## src/rtl/pe_pkg.sv

```systemverilog
// pe_pkg: shared state enumeration and pixel constants for pe_ctrl.
// The ERR state exists only when PE_CTRL_TIMEOUT_EN is defined.
package pe_pkg;
  localparam int PIX_W = 8;
  localparam int SAT_MAX = 255;
  typedef enum logic [3:0] {
    IDLE, SUM_START, SUM_WAIT, SUM_ACK, CALC, BG_START, BG_WAIT, BG_ACK
`ifdef PE_CTRL_TIMEOUT_EN
    , ERR
`endif
  } state_t;
endpackage

```

## src/rtl/pe_avg.sv

```systemverilog
// pe_avg: channel average as a right shift of the pixel sum, saturated to one pixel.
module pe_avg import pe_pkg::*; #(
  parameter int W = 32,
  parameter int SHIFT = 2
) (
  input  logic [W-1:0]     sum,
  output logic [PIX_W-1:0] avg
);
  logic [W-1:0] q;
  assign q = sum >> SHIFT;
  assign avg = (q > W'(SAT_MAX)) ? PIX_W'(SAT_MAX) : q[PIX_W-1:0];
endmodule

```

## src/rtl/pe_ctrl.sv

```systemverilog
// pe_ctrl: sequences a PE through sum, average and background-removal phases.
// Optional wait-state watchdog with ERR state enabled by PE_CTRL_TIMEOUT_EN.
module pe_ctrl import pe_pkg::*; #(
  parameter int NUM_PIXELS = 4,
  parameter int TIMEOUT_CYCLES = 1024
) (
  input  logic                        Clk,
  input  logic                        Reset,
  input  logic                        Go,
  input  logic [PIX_W-1:0]            Threshold_in,
  input  logic [PIX_W-1:0]            Bg_r_in,
  input  logic [PIX_W-1:0]            Bg_g_in,
  input  logic [PIX_W-1:0]            Bg_b_in,
  output logic                        Busy,
  output logic                        Done,
  output logic                        Err,
  output logic [PIX_W*NUM_PIXELS-1:0] Result_r,
  output logic [PIX_W*NUM_PIXELS-1:0] Result_g,
  output logic [PIX_W*NUM_PIXELS-1:0] Result_b,
  output logic                        Start_Sum,
  output logic                        Start_BgRemoval,
  output logic                        Ack,
  output logic [PIX_W-1:0]            red_exp,
  output logic [PIX_W-1:0]            green_exp,
  output logic [PIX_W-1:0]            blue_exp,
  output logic [PIX_W-1:0]            threshold,
  output logic [PIX_W-1:0]            desired_bg_r,
  output logic [PIX_W-1:0]            desired_bg_g,
  output logic [PIX_W-1:0]            desired_bg_b,
  input  logic                        Qsd,
  input  logic                        Qbgd,
  input  logic [PIX_W*NUM_PIXELS-1:0] red_sum,
  input  logic [PIX_W*NUM_PIXELS-1:0] green_sum,
  input  logic [PIX_W*NUM_PIXELS-1:0] blue_sum,
  input  logic [PIX_W*NUM_PIXELS-1:0] red_out,
  input  logic [PIX_W*NUM_PIXELS-1:0] green_out,
  input  logic [PIX_W*NUM_PIXELS-1:0] blue_out
);
  localparam int SW = PIX_W * NUM_PIXELS;
  localparam int SH = $clog2(NUM_PIXELS);
  state_t state, state_nxt;
  logic [SW-1:0] r_sum, g_sum, b_sum;
  logic [PIX_W-1:0] r_avg, g_avg, b_avg;
  always_ff @(posedge Clk or posedge Reset)
    if (Reset) state <= IDLE;
    else state <= state_nxt;
`ifdef PE_CTRL_TIMEOUT_EN
  localparam int CW = $clog2(TIMEOUT_CYCLES + 1);
  logic [CW-1:0] cnt;
  logic tmo;
  // cnt is zero whenever outside a wait state, so it starts from zero on entry
  always_ff @(posedge Clk or posedge Reset)
    if (Reset) cnt <= '0;
    else cnt <= (state == SUM_WAIT || state == BG_WAIT) ? cnt + CW'(1) : '0;
  assign tmo = cnt == CW'(TIMEOUT_CYCLES - 1);
  assign Err = state == ERR;
`else
  assign Err = 1'b0;
`endif
  always_comb begin
    state_nxt = state;
    case (state)
      IDLE:      state_nxt = Go ? SUM_START : IDLE;
      SUM_START: state_nxt = SUM_WAIT;
      SUM_WAIT:  state_nxt = Qsd ? SUM_ACK : SUM_WAIT;
      SUM_ACK:   state_nxt = CALC;
      CALC:      state_nxt = BG_START;
      BG_START:  state_nxt = BG_WAIT;
      BG_WAIT:   state_nxt = Qbgd ? BG_ACK : BG_WAIT;
      default:   state_nxt = IDLE;
    endcase
`ifdef PE_CTRL_TIMEOUT_EN
    if (state == ERR) state_nxt = Go ? IDLE : ERR;
    else if (tmo && ((state == SUM_WAIT && !Qsd) || (state == BG_WAIT && !Qbgd))) state_nxt = ERR;
`endif
  end
  assign Busy = state != IDLE;
  assign Start_Sum = state == SUM_START;
  assign Start_BgRemoval = state == BG_START;
  assign Ack = state == SUM_ACK || state == BG_ACK;
  assign Done = state == BG_ACK;
  pe_avg #(.W(SW), .SHIFT(SH)) u_avg_r (.sum(r_sum), .avg(r_avg));
  pe_avg #(.W(SW), .SHIFT(SH)) u_avg_g (.sum(g_sum), .avg(g_avg));
  pe_avg #(.W(SW), .SHIFT(SH)) u_avg_b (.sum(b_sum), .avg(b_avg));
  always_ff @(posedge Clk or posedge Reset)
    if (Reset) begin
      threshold <= '0;
      desired_bg_r <= '0;
      desired_bg_g <= '0;
      desired_bg_b <= '0;
      r_sum <= '0;
      g_sum <= '0;
      b_sum <= '0;
      red_exp <= '0;
      green_exp <= '0;
      blue_exp <= '0;
      Result_r <= '0;
      Result_g <= '0;
      Result_b <= '0;
    end else begin
      if (state == IDLE && Go) begin
        threshold <= Threshold_in;
        desired_bg_r <= Bg_r_in;
        desired_bg_g <= Bg_g_in;
        desired_bg_b <= Bg_b_in;
      end
      if (state == SUM_WAIT && Qsd) begin
        r_sum <= red_sum;
        g_sum <= green_sum;
        b_sum <= blue_sum;
      end
      if (state == CALC) begin
        red_exp <= r_avg;
        green_exp <= g_avg;
        blue_exp <= b_avg;
      end
      if (state == BG_WAIT && Qbgd) begin
        Result_r <= red_out;
        Result_g <= green_out;
        Result_b <= blue_out;
      end
    end
endmodule

```

## config.mk

```make
export PLATFORM = sky130hd
export DESIGN_NAME = pe_ctrl
export DESIGN_NICKNAME = d
export VERILOG_FILES = /design/src/rtl/pe_pkg.sv /design/src/rtl/pe_avg.sv /design/src/rtl/pe_ctrl.sv
export SDC_FILE = /design/constraint.sdc
export NUM_CORES = 1
export LEC_CHECK = 0
export ABC_AREA = 0
export CAP_MARGIN = 25
export CORE_MARGIN = 3
export CORE_UTILIZATION = 44
export CTS_CLUSTER_SIZE = 24
export DETAILED_ROUTE_END_ITERATION = 6
export PLACE_DENSITY = 0.79
export RECOVER_POWER = 50
export SYNTH_ARGS = -nofsm -noshare
export SYNTH_HDL_FRONTEND = slang
export SYNTH_HIERARCHICAL = 1
export SYNTH_SLANG_ARGS = --single-unit
```

## constraint.sdc

```tcl
create_clock -name Clk -period 10.46 [get_ports Clk]
set_input_delay 2.092 -clock Clk [delete_from_list [all_inputs] [get_ports Clk]]
set_output_delay 2.092 -clock Clk [all_outputs]
set_load 0.02 [all_outputs]
```

Word-level counts from Yosys, hierarchy flattened
Index checks and enable logic that the tools add are counted.
- eq/ne operators: 7
- multiplexer cells: 7
- magnitude comparators: 3
- reduce and logical (&&, ||, !) cells: 6
- operators by type and width (kind ; count):
    $gt 30x8->1 const B ; 3
    $mux 8 ; 3
    $pmux 3 s7 ; 1
    $eq 4x3->1 const B ; 4
    $eq 4x2->1 const B ; 2
    $eq 4x1->1 const B ; 1
    $logic_not 4->1 ; 1
    $reduce_bool 4->1 ; 1
    $logic_and 1x1->1 ; 3
    $mux 1 ; 3
    $logic_or 1x1->1 ; 1
- word-level logic and storage cells: 37
- input port bits: 229
- flip-flop bits (word level): 252
- output and inout port bits: 158

Logic depth before layout (Yosys ltp)
Gate-level depths: netlist (run 1).
- word-level depth: 2
- gate-level depth with buffers: 6
- depth with buffers taken out: 4

Hierarchy
The synthesis (run 1) kept the hierarchy.
- modules (own cells, without submodules) (module ; area each (um^2) ; instances ; seq. area each (um^2) ; cells each):
    pe_ctrl ; 9798.1 ; 1 ; 6281.0 ; 547
    pe_avg ; 140.1 ; 3 ; 0.0 ; 24

Worst setup path after synthesis (run 1)
OpenSTA, ideal clock, no wires.
- kind: in2reg
- from: input Qsd
- to: register b_sum[0]
- stages: 5
- setup time: 0.125 ns
- path buffers: 3
- arrival time: 3.068 ns
- path slack: 7.267 ns
- required time: 10.335 ns
- cell sequence: nor4bb_4 -> buf_6 -> buf_12 -> buf_12 -> mux2_4
- longest elaborated chain between the ends: 1
- RTL lines (item ; RTL line ; text):
    from (decl) ; pe_ctrl.sv:30 ; input logic Qsd,
    $logic_and 1x1->1 ; pe_ctrl.sv:107 ; if (state == SUM_WAIT && Qsd) begin
    to (signal assigned) ; pe_ctrl.sv:110 ; b_sum <= blue_sum;
    to (decl) ; pe_ctrl.sv:42 ; logic [SW-1:0] r_sum, g_sum, b_sum;
No other way between the ends.
A chain may end at the register's enable or synchronous reset.

==> results of run 1 <==
cell type report:
class,count,share of cell area
clock buffers,38,0.05324
clock inverters,11,0.009087
inverters,2,0.0006001
multi-input cells,327,0.2284
flip-flops and latches,245,0.4201
well taps,280,0.02400
repair buffers,387,0.2646
flip-flops by register name, summed over array words and instances (netlist names):
signal	flops
r_sum	30
red_exp	8
state	3
desired_bg_g	8
green_exp	8
blue_exp	8
Result_g	32
g_sum	30
threshold	8
desired_bg_r	8
Result_b	32
Result_r	32
desired_bg_b	8
b_sum	30
routing by layer:
metal | routed length (um) | GRT usage
met5 | 0 | 0
met4 | 502 | 0.04210
met3 | 2275 | 0.07107
met2 | 12620 | 0.3369
met1 | 9370 | 0.2353
final timing paths:
path | start | to | cells after the start
max | Reset | Result_g[17] | 3
min | Result_g[3] | Result_g[3] | 1
max reg2reg | state[1] | g_sum[11] | 4
min reg2reg | Result_g[3] | Result_g[3] | 1
max in group Clk | Qsd | g_sum[11] | 5
min in group asynchronous | Reset | Result_g[4] | 2
worst max-delay path: cells and delay by family:
| family | cells | cell delay (ns) |
|---|---|---|
| buffers and inverters | 3 | 4.07 |
through the flow:
step	hold WS, ns	utilization
finish	0.4844	0.6606
global route	0.4924	0.6606
CTS	0.4939	0.6686
detailed placement	0.4739	0.6274
global placement	0.4688	0.6274
floorplan	0.4715	-
cells in the final DEF (no fill, tap or decap), types with 2 or more instances in the layout:
| cell type | n |
|---|---|
| buf_4 | 4 |
| bufinv_16 | 3 |
| clkbuf_1 | 8 |
| clkbuf_16 | 27 |
| clkbuf_8 | 6 |
| clkdlybuf4s50_1 | 359 |
| clkinv_2 | 7 |
| dfrtp_1 | 245 |
| dlygate4sd3_1 | 20 |
| mux2_1 | 77 |
| mux2_2 | 142 |
| mux2_4 | 23 |
| nand3_1 | 24 |
| nor2_1 | 28 |
| nor4_4 | 2 |
| or4_1 | 12 |
| or4_4 | 2 |
power by group:
part	total (mW)	switching, mW	internal [mW]
Sequential	1.63	0.238	1.39
Combinational	1.68	0.745	0.936
Clock	0.962	0.372	0.589
==> flow_summary.toml, run 1 <==
[placement]
port_buffers = 379
pre_cts_slack_ns = 5.686
placed_area_um2 = 13860
hpwl_um = 17860
gp_congestion = 0.7768
dp.cells = 1240

[synth]
syn-cell-area_um2 = 9986
synth_nets = 836
ys_warn_count = 6
avgSynthCellArea_um2 = 16.45
synthCells = 607

[status]
outcome = "finished with violations"
violations = "capacitance limit, slew limit"

[global_route]
gr-total-overflow = 0
antenna_found_initial = 0
track_usage = 0.1950
grt_pass1_vias = 6935
grt_max_degree = 110
grt_pass1_wl_um = 37890

[critical_path]
end_kind = "asynchronous set/reset pin"
crit_type = "in -> async"
crit_slowest_cell = "clkinvlp_2"
arrival_ns = 6.32
path_max_fanout = 109
reg2reg_slack_ns = 6.39
required_ns = 11.00
crit_path_max_incr_delay_ns = 2.55
path_cells = "dlygate4sd3_1 > clkinvlp_2 > buf_4"
startpoint_type = "input pin"

[cts]
cts_sinks = 245
path_clk_slew_ns = 0.06
hold_buffers = 0
cts_setup_buffers = 0
cts-root-buf = "clkbuf_16"
clk_latency_ns = 0.52
h-tree-depth = 1
clockBufferDepth = 3
cts_made_buffers = 27
ctsResizeCount = 0
cts_tree = "done"

[routing]
firstDrtPassIters = 4
drt-total-wl_um = 24770
drt_iter0_drc = 221
drcViolationCount = 0
vias = 6359
wl_per_cell_um = 19.20
detail-route-antenna-nets = 0
avgViaCountPerCell = 4.929

[sta]
maxSlewHeadroom = -2.102
fin_ws_ns = 4.681
rsz0062_at_grt = "no"
hold_violations = 0
maxSlewViolCount = 189
fin_crit_sh = 0.5525
timing.fmax_mhz = 173.0
layout_min_cycle_time_ns = 5.779
clock_skew_ns = 0.006078
worst_slew_pin_slew_ns = 4.628
setup_viol = 0
fin_tns_setup_ns = 0

[final_layout]
ff_latch_area_um2 = 6131
n_antenna_cell = 0
multi_input_area_um2 = 3333
area_growth_pct = 46.16
finalNonFillerCells = 1290
fill_cells = 1624
nets = 1219
design_area_um2 = 14600
drive_gt1_frac = 0.2218

[flow_run]
max_cap_viol_count = 3

[pwr]
p_leak_nw = 5.983
vdd_drop_max_uv = 175.8
cellPowerDensity_nw_per_um2 = 292.5
finalPower_mw = 4.270

[die]
die-height_um = 156.7
core_region_area_um2 = 22090
num_rows = 54
initial_utilization = 0.4520
pin_count = 387
die_w_um = 156.7
dieArea_um2 = 24540

[worst_hold_path]
worstHoldPathType = "reg -> reg"
No activity file was read; power rests on OpenSTA's default activity.
==> inputs of run 2 (changes only) <==
CORE_UTILIZATION = 40   (was 44)
PLACE_DENSITY = 0.76   (was 0.79)
clock period = 5.25 ns   (was 10.46 ns; I/O delays follow)
==> run 2 against run 1 <==
  * The run still ends with capacitance limit, slew limit left
  * Critical path depth stayed put
  * Worst setup slack worse by 2.8 ns
  * Total power is 110% higher
  * Via count is 0.39% higher
  * Clock skew is 0.0014 ns higher
  * Largest cell class unchanged
  * Largest power group unchanged
==> flow_summary.toml, run 2 (synthesis gave the netlist of run 1 again) <==
[final_layout]
reg.largest.list = "Result_b x32, Result_g x32, Result_r x32"
mostFrequentLayoutCell = "clkdlybuf4s50_1"
fill_cells = 1920
drive_gt1_frac = 0.2419
design_area_um2 = 14880
nets = 1224
layout_common_cells = "clkdlybuf4s50_1 (375), dfrtp_1 (245), mux2_2 (142)"
finalNonFillerCells = 1342
area_growth_pct = 48.98

[sta]
worst_slew_pin_slew_ns = 2.386
maxSlewViolCount = 280
fin_tns_setup_ns = 0
fin_crit_sh = 0.6494
layout_min_cycle_time_ns = 3.409
setup_viol = 0
hold_violations = 0
rsz0062_at_grt = "no"
clock_skew_ns = 0.007430
timing.fmax_mhz = 293.3
maxSlewHeadroom = -0.5908

[cts]
clockBufferDepth = 3
cts_made_buffers = 28
cts_tree = "done"
cts_sinks = 245
h-tree-depth = 1
hold_buffers = 0
cts-root-buf = "clkbuf_16"
cts_setup_buffers = 0
path_clk_slew_ns = 0.06
ctsResizeCount = 0
clk_latency_ns = 0.52

[pwr]
cellPowerDensity_nw_per_um2 = 593.8
p_leak_nw = 6.103
vdd_drop_max_uv = 393.3
finalPower_mw = 8.834

[global_route]
grt_max_degree = 178
grt_pass1_wl_um = 37780
grt_pass1_vias = 6889
antenna_found_initial = 1
gr-total-overflow = 0
track_usage = 0.1768

[critical_path]
required_ns = 5.38
end_kind = "asynchronous set/reset pin"
path_max_fanout = 177
path_cells = "dlygate4sd3_1 > clkinvlp_4 > clkbuf_4"
startpoint_type = "input pin"
crit_type = "in -> async"
arrival_ns = 3.54
crit_slowest_cell = "clkbuf_4"
crit_family = "buffers and inverters"
crit_path_max_incr_delay_ns = 1.64
path_buf_inv = 3

[flow_run]
max_cap_viol_count = 3

[placement]
dp.cells = 1288
placed_area_um2 = 13970
port_buffers = 379
gp_congestion = 0.7471
hpwl_um = 17890

[die]
dieArea_um2 = 26900
die_w_um = 164
die-height_um = 164
pin_count = 387
initial_utilization = 0.4082
num_rows = 57
core_region_area_um2 = 24460

[worst_hold_path]
worstHoldPathType = "reg -> reg"

[routing]
drt_iter0_drc = 305
vias = 6384
avgViaCountPerCell = 4.757
drt-total-wl_um = 24710
detail-route-antenna-nets = 0
firstDrtPassIters = 4
wl_per_cell_um = 18.41
drcViolationCount = 0

[status]
violations = "capacitance limit, slew limit"
outcome = "finished with violations"
[run 2: stage by stage]
step	hold slack [ns]	worst slack (ns)	utilization
after floorplan	0.4715	0.9822	-
after global placement	0.4656	1.781	0.5707
after detailed placement	0.4738	1.962	0.5712
after CTS	0.4869	1.960	0.6138
after global routing	0.4989	1.419	0.6082
final	0.4834	1.841	0.6082
[run 2: worst paths after layout]
check,from,to,slack [ns],depth (start not counted)
max in group Clk,Qsd,r_sum[10],2.01,5
hold / removal,desired_bg_r[5],desired_bg_r[5],0.48,1
min in group asynchronous,Reset,g_sum[20],1.61,3
setup reg to reg,state[1],Result_b[29],2.47,4
hold reg to reg,desired_bg_r[5],desired_bg_r[5],0.48,1
setup / recovery,Reset,b_sum[29],1.84,3
[run 2: per-layer routing]
metal  share of wire  track usage  up-vias
li1                -            -     2930
met1            0.39       0.2168     3163
met2            0.49       0.3006      263
met3           0.098      0.06557       28
met4           0.013      0.03691        0
met5               0            0        -
[run 2: final cells by class]
cell class / instances / area [um^2] / share of cell area
sequential: 245 / 6131 / 0.4121
timing repair buffer: 391 / 3902 / 0.2623
multi-input combinational: 327 / 3381 / 0.2272
clock buffer: 37 / 815.8 / 0.05484
tap: 324 / 405.4 / 0.02725
clock inverter: 15 / 227.7 / 0.01531
inverter: 2 / 11.26 / 0.0007569
antenna: 1 / 2.502 / 0.0001682
[run 2: worst reg2reg max path: cells and delay by family, from the launching register on]
kind | cells | cell delay [ns]
buffers and inverters | 2 | 0.78
DFF | 1 | 0.60
and+or+nand+nor | 1 | 0.83
muxes | 1 | 0.44
[run 2: report_power, final]
part / leakage (nW) / total (mW) / switching [mW] / internal [mW]
Sequential: 2.85 / 3.26 / 0.491 / 2.77
Clock: 0.519 / 2.15 / 0.766 / 1.38
Combinational: 2.74 / 3.43 / 1.49 / 1.94
